==> src/rtl/pill_dispenser.sv <==
// rtl/pill_dispenser.sv - pill-drop sequencer: paced pill pulses per bottle quota, running total.
module pill_dispenser #(
  parameter int GAP = 4
) (
  input  logic       clk,
  input  logic       rst,
  input  logic [5:0] pillc,
  input  logic       start,
  input  logic       bottle_rdy,
  output logic       pill,
  output logic       bottle_done,
  output logic       busy,
  output logic       fault,
  output logic [9:0] total
);

  typedef enum logic [2:0] {
    S_IDLE, S_DROP, S_GAP, S_DONE, S_WAITRM, S_FAULT
  } state_t;

  localparam logic [3:0] GAP_LOAD = 4'(GAP - 1);

  state_t     r_state;
  state_t     w_next;
  logic       r_rst_sync;
  logic [5:0] r_remaining;
  logic [3:0] r_gap_cnt;
  logic [9:0] r_total;
  logic       r_pill, r_bottle_done, r_busy, r_fault;
  logic       w_pill_nxt, w_done_nxt, w_busy_nxt, w_fault_nxt;

  // Release flop; together with the state register this gives the two-flop release.
  always_ff @(posedge clk or negedge rst) begin
    if (!rst) r_rst_sync <= 1'b0;
    else      r_rst_sync <= 1'b1;
  end

  always_ff @(posedge clk or negedge rst) begin
    if (!rst)             r_state <= S_IDLE;
    else if (!r_rst_sync) r_state <= S_IDLE;
    else                  r_state <= w_next;
  end

  // Bottle loss outranks pause, which outranks normal advance.
  always_comb begin
    w_next = r_state;
    case (r_state)
      S_IDLE:   if (start && bottle_rdy && (pillc != 6'd0)) w_next = S_DROP;
      S_DROP: begin
        if (!bottle_rdy)               w_next = S_FAULT;
        else if (r_remaining == 6'd1)  w_next = S_DONE;
        else                           w_next = S_GAP;
      end
      S_GAP: begin
        if (!bottle_rdy)                        w_next = S_FAULT;
        else if (start && (r_gap_cnt == 4'd0))  w_next = S_DROP;
      end
      S_DONE:   w_next = S_WAITRM;
      S_WAITRM: if (!bottle_rdy) w_next = S_IDLE;
      S_FAULT:  if (!start)      w_next = S_IDLE;
      default:  w_next = S_IDLE;
    endcase
  end

  always_comb begin
    w_pill_nxt  = (w_next == S_DROP);
    w_done_nxt  = (w_next == S_DONE);
    w_busy_nxt  = (w_next == S_DROP) || (w_next == S_GAP) || (w_next == S_DONE);
    w_fault_nxt = (w_next == S_FAULT);
  end

  always_ff @(posedge clk or negedge rst) begin
    if (!rst) begin
      r_remaining <= 6'd0;
      r_gap_cnt   <= 4'd0;
      r_total     <= 10'd0;
    end else if (!r_rst_sync) begin
      r_remaining <= 6'd0;
      r_gap_cnt   <= 4'd0;
      r_total     <= 10'd0;
    end else begin
      case (r_state)
        S_IDLE: if (w_next == S_DROP) r_remaining <= pillc;
        S_DROP: begin
          r_remaining <= r_remaining - 6'd1;
          r_total     <= r_total + 10'd1;
          r_gap_cnt   <= GAP_LOAD;
        end
        S_GAP: if (bottle_rdy && start && (r_gap_cnt != 4'd0)) r_gap_cnt <= r_gap_cnt - 4'd1;
        default: ;
      endcase
    end
  end

  always_ff @(posedge clk or negedge rst) begin
    if (!rst) begin
      r_pill        <= 1'b0;
      r_bottle_done <= 1'b0;
      r_busy        <= 1'b0;
      r_fault       <= 1'b0;
    end else if (!r_rst_sync) begin
      r_pill        <= 1'b0;
      r_bottle_done <= 1'b0;
      r_busy        <= 1'b0;
      r_fault       <= 1'b0;
    end else begin
      r_pill        <= w_pill_nxt;
      r_bottle_done <= w_done_nxt;
      r_busy        <= w_busy_nxt;
      r_fault       <= w_fault_nxt;
    end
  end

  assign pill        = r_pill;
  assign bottle_done = r_bottle_done;
  assign busy        = r_busy;
  assign fault       = r_fault;
  assign total       = r_total;

endmodule

==> config.mk <==
export PLATFORM = sky130hd
export DESIGN_NAME = pill_dispenser
export DESIGN_NICKNAME = d
export VERILOG_FILES = /design/src/rtl/pill_dispenser.sv
export SDC_FILE = /design/constraint.sdc
export NUM_CORES = 1
export LEC_CHECK = 0
export CAP_MARGIN = 20
export CORE_AREA = 2 2 58 60
export DETAILED_ROUTE_END_ITERATION = 6
export DIE_AREA = 0 0 60 62
export GPL_ROUTABILITY_DRIVEN = 0
export PLACE_DENSITY = 0.73
export RECOVER_POWER = 50
export SETUP_SLACK_MARGIN = 0.3
export SLEW_MARGIN = 20
export SYNTH_ARGS = -nofsm -noshare
export SYNTH_HDL_FRONTEND = slang
export SYNTH_SLANG_ARGS = --single-unit
==> constraint.sdc <==
create_clock -name clk -period 2.7 [get_ports clk]
set_clock_uncertainty 0.15 [all_clocks]
set_input_delay 0.54 -clock clk [delete_from_list [all_inputs] [get_ports clk]]
set_output_delay 0.54 -clock clk [all_outputs]
set_load 0.1 [all_outputs]
After elaboration in Yosys (flattened, before gate mapping)
Index checks and enable logic that the tools add are counted.
Widths: inputs -> output; s select.
{ "word_totals": {"register_bits": 28, "inputBits": 10, "output_inout_bits": 14, "word_cells": 60} }
{ "op_classes": {"n_addsub": 3, "n_eq_ne": 15, "mux": 21, "n_reduce_logical": 12} }
{ "op_table": {"columns": ["op", "n"], "rows": [
  ["$mux 3", 7],
  ["$mux 10", 2],
  ["$pmux 3 s6", 1],
  ["$eq 3x2->1 const B", 4],
  ["$mux 6", 2],
  ["$pmux 6 s2", 1],
  ["$add 10x1->10 const B", 1],
  ["$eq 3x3->1 const B", 3],
  ["$mux 4", 2],
  ["$pmux 4 s2", 1],
  ["$eq 3x1->1 const B", 2],
  ["$eq 6x1->1 const B", 1],
  ["$ne 3x1->1 const B", 2],
  ["$ne 3x3->1 const B", 2],
  ["$reduce_bool 6->1", 1],
  ["$sub 6x1->6 const B", 1],
  ["$mux 1", 5],
  ["$logic_and 1x1->1", 4],
  ["$logic_not 4->1", 1],
  ["$reduce_and 2->1", 2],
  ["$reduce_bool 4->1", 1],
  ["$sub 4x1->4 const B", 1],
  ["$logic_not 3->1", 1],
  ["$logic_or 1x1->1", 2],
  ["$ne 2x1->1 const B", 1]
]} }

Depth between registers and ports, before layout
{ "logic_depth": {"ltp_word": 9, "mapped_depth": 6, "mapped_depth_nobuf": 6} }

Worst setup path after synthesis
No wires, ideal clock.
{ "synth_path": {"path_kind": "register to register", "startpoint": "register r_total[2] (netlist: total[2])", "endpoint": "register r_total[9] (netlist: total[9])", "setup_time_ns": 0.132, "arrival_ns": 1.864, "required_ns": 2.418, "setup_slack_ns": 0.554, "stages_incl_launch_ff": 5, "n_path_buf": 0, "period_less_slack_ns": 2.146, "path_cell_list": "dfrtp_1 nand4bb_1 nor4_1 xnor2_1 nor2_1"} }
{ "synth_between": {"elab_chain_len": 3} }
{ "synth_rtl": {"columns": ["element", "line", "source"], "rows": [
  ["from (decl)", "28", "logic [9:0] r_total;"],
  ["from (signal assigned)", "86", "r_total <= r_total + 10'd1;"],
  ["$add 10x1->10", "86", null],
  ["$mux 10", "82", "case (r_state)"],
  ["$mux 10", "77", "end else if (!r_rst_sync) begin"]
]} }
No other way between the ends. The select of a mux whose other input is x is not followed.
A chain may end at the register's enable or synchronous reset.

Final worst setup path
{ "layout_path": {"startpoint": "register r_state[0]", "endpoint": "register r_bottle_done (netlist: bottle_done)"} }
{ "layout_between": {"elab_chain_len": 5, "elab_cells_between_ends": 14, "classes_between": "eq/ne: 6; mux: 7; reduce/logical: 1"} }
{ "layout_rtl": {"columns": ["element", "line", "source"], "rows": [
  ["from (decl)", "23", "state_t r_state;"],
  ["from (signal assigned)", "41", "else r_state <= w_next;"],
  ["$mux 3", "56", "else if (start && (r_gap_cnt == 4'd0)) w_next = S_DROP;"],
  ["$mux 3", "55", "if (!bottle_rdy) w_next = S_FAULT;"],
  ["$pmux 3 s6 (*)", "47", "case (r_state)"],
  ["$eq 3x2->1 (*)", "67", "w_done_nxt = (w_next == S_DONE);"],
  ["$mux 1 (*)", "101", "end else if (!r_rst_sync) begin"],
  ["to (signal assigned)", "108", "r_bottle_done <= w_done_nxt;"],
  ["to (decl)", "29", "logic r_pill, r_bottle_done, r_busy, r_fault;"]
]} }
Every way passes the cells marked *; elsewhere a longest branch is shown, timed or not.

==> qor.yml <==
status: "completed"
finalMaxSlewViolations: 0
dp_hpwl_mm: 2.49
cts_setup_buffers: 0
synthDistinctLibCells: 48
ctsResizeCount: 0
dieArea_sq_um: 3720
hold_class: "reg -> reg"
cts_sinks: 28
synth.top_cells.by_area: "sky130_fd_sc_hd__dfrtp_1 45%, sky130_fd_sc_hd__a21oi_1 3.5%, sky130_fd_sc_hd__xnor2_1 3.4%"
finalHoldViolCount: 0
p_sw_share_pct: 32.4
layout_min_cycle_time_ns: 2.22
total_congestion_overflow_after_global_routing: 0
clkSlewWorstSetupHoldPaths_ns: 0.14
fmaxAchievable_mhz: 451
synthCells: 161
first_global_vias: 1292
holdBufCountCts: 0
io_pins: 24
power.static_leakage_nw: 0.774
starting_utilization_of_the_core_area_pct: 48.8
worst_pin_slew_ns: 1.48
syn_avg_cell_area_sq_um: 9.64
floorplan.die.width_um: 60
netsw_mw: 0.274
port_buffers: 23
grt_pass1_wl_mm: 5.81
layout-area-overhead-vs-synth_pct: 18.5
slew_headroom_pct: 1.40
seq_power_share_pct: 55.6
clockPowerShare_pct: 19.9
syn_nets: 175
drive_above_1_share_pct: 16.0
maxCapViolCount: 0
yosys.area.top_type: "sky130_fd_sc_hd__dfrtp_1"
grt_max_degree: 29
diodes: 0
worst-setup-path-type: "reg -> reg"
clock_path_buffers: 2
row_count: 21
wire_per_inst_um: 14.6
remaining_drc_errors: 0
cts_buffers: 3
dieHeight_um: 62
multi_input_area_sq_um: 788
r2r_cells: 5
netlist.area_leader.share_pct: 45.2
cts_root_buf: "sky130_fd_sc_hd__clkbuf_4"
ratio_of_routed_vias_to_standard_cells: 5.77
worst-path-max-fanout: 13
top_count_cell_post_synth: "sky130_fd_sc_hd__dfrtp_1"
timing.rr.end: "bottle_done"
clock_tree_from_tritoncts: "done"
holdCritStartpoint: "total[9]"
synth_cell_count_leaders: "28 x sky130_fd_sc_hd__dfrtp_1, 11 x sky130_fd_sc_hd__a21oi_1, 11 x sky130_fd_sc_hd__nor2_1, 10 x sky130_fd_sc_hd__nand2_1"
total_power_consumption_mw: 0.846
primary_ff_master_synth: "sky130_fd_sc_hd__dfrtp_1"
h-tree-depth: 1
layout.area.seq_sq_um: 701
timing.critical_path.to_type: "register"
placeableCoreArea_sq_um: 3180
final.period_utilization_pct: 82.1
detail_route.iter0.violations: 72
setup_tns_ns: 0
placed_cells: 230
start_kind: "register"
worstReg2RegStart: "r_state[0]"
timing.hold.worst_path_depth: 2
arrival_ns: 2.29
cellPowerDensity_nw_per_um2: 460
synthArstFlopShare_pct: 100
clock_network_latency_to_the_later_pin_of_the_worst_skew_pair_ns: 0.32
critical_path_required_ns: 2.77
max_vdd_drop_uv: 192
setup_viol: 0
p_int_mw: 0.572
rrSetupSlack_ns: 0.48
synth-seq-area-share_pct: 45.2
finish.cell_count_without_fillers: 233
filler_cell_count: 300
drt-total-wl_mm: 3.41
drt_pass1_iterations: 4
cell_area_synth_sq_um: 1550
ys.warnings.count: 0
grt_antenna_before_repair: 0
grt_setup_unrepaired: "no"
grt.total_usage_pct: 20.7
vias: 1345
edff_count_synth: 0
whs_endpoint: "total[9]"
flop_and_latch_count_out_of_synthesis: 28
comb_power_share_pct: 24.5
drt.antenna.violating_nets: 0
nets: 203
[per-stage QoR]
stage	utilization, %	hold WS, ns	worst slack [ns]	instance area (sq um)
floorplan	-	0.0944	0.554	1550
global route	57.9	0.442	0.283	1840
finish	57.9	0.407	0.482	1840
CTS	58.3	0.412	0.564	1850
global placement	57.6	0.384	0.252	1830
detailed placement	57.6	0.382	0.226	1830
[flip-flops by register name (all words and copies together), names as in the netlist]
register / flops
bottle_done: 1
busy: 1
fault: 1
pill: 1
r_gap_cnt: 4
r_remaining: 6
r_rst_sync: 1
r_state: 3
total: 10
[how the worst max path moves through the flow]
stage	start	to	slack [ns]
6_report	r_state[0]	bottle_done	0.48
5_1_grt	rst	r_gap_cnt[2]	0.28
4_1_cts	pillc[2]	r_remaining[1]	0.56
3_5_place_dp	pillc[2]	r_remaining[1]	0.23
3_3_place_gp	bottle_rdy	bottle_done	0.25
2_1_floorplan	total[2]	total[9]	0.55
[final cells by class]
class / count / share of cell area [%]
clock buffer: 3 / 1.22
inverter: 8 / 1.63
tap: 46 / 3.13
sequential: 28 / 38.1
timing repair buffer: 31 / 13.1
multi-input combinational: 117 / 42.9
[placed cells by master, fill, tap and decap left out, types with 3 or more instances in the layout]
master,instances
sky130_fd_sc_hd__a21oi_1,11
sky130_fd_sc_hd__buf_4,18
sky130_fd_sc_hd__clkbuf_1,4
sky130_fd_sc_hd__clkbuf_4,3
sky130_fd_sc_hd__clkdlybuf4s50_1,8
sky130_fd_sc_hd__dfrtp_1,28
sky130_fd_sc_hd__ha_1,4
sky130_fd_sc_hd__inv_1,8
sky130_fd_sc_hd__nand2_1,10
sky130_fd_sc_hd__nand2b_1,3
sky130_fd_sc_hd__nand3_1,4
sky130_fd_sc_hd__nand4_1,5
sky130_fd_sc_hd__nor2_1,11
sky130_fd_sc_hd__nor2b_1,4
sky130_fd_sc_hd__nor3_1,5
sky130_fd_sc_hd__o21ai_0,8
sky130_fd_sc_hd__or2_2,3
sky130_fd_sc_hd__or3_1,3
sky130_fd_sc_hd__xnor2_1,6
[power groups by stage]
stage | registers, mW | logic (mW) | clock network (mW)
after floorplan | 0.507 | 0.111 | 0
after global placement | 0.476 | 0.206 | 0
after detailed placement | 0.477 | 0.210 | 0
after CTS | 0.470 | 0.211 | 0.171
after global routing | 0.475 | 0.228 | 0.201
final | 0.470 | 0.207 | 0.168
[worst max-delay path, cell delays in order (launching register included)]
cell                        delay, ns
sky130_fd_sc_hd__dfrtp_1         0.54
sky130_fd_sc_hd__nor3b_1         0.22
sky130_fd_sc_hd__clkbuf_1        0.47
sky130_fd_sc_hd__nand4b_1        0.24
sky130_fd_sc_hd__o211a_4         0.22
sky130_fd_sc_hd__a2111oi_2       0.28
[cells by family (layout without fill, tap and decap cells)]
logic type	count (synthesis)	in the layout	synth area share, %
DFF	28	28	45.2
adders and majority gates	4	4	3.23
buffers and inverters	16	42	4.03
muxes	1	1	0.726
AOI/OAI and AO/OA	41	41	19.0
xor gates and xnor gates	8	8	4.52
and+or+nand+nor	62	62	23.1
other	1	1	0.242
[layer usage]
metal,vias to the layer above,GRT usage [%],wire [um]
met2,40,35.9,1770
met1,655,25.4,1450
li1,642,-,-
met3,8,3.52,152
met5,-,0,0
met4,0,9.52,38
(Power assumes the default switching activity.)
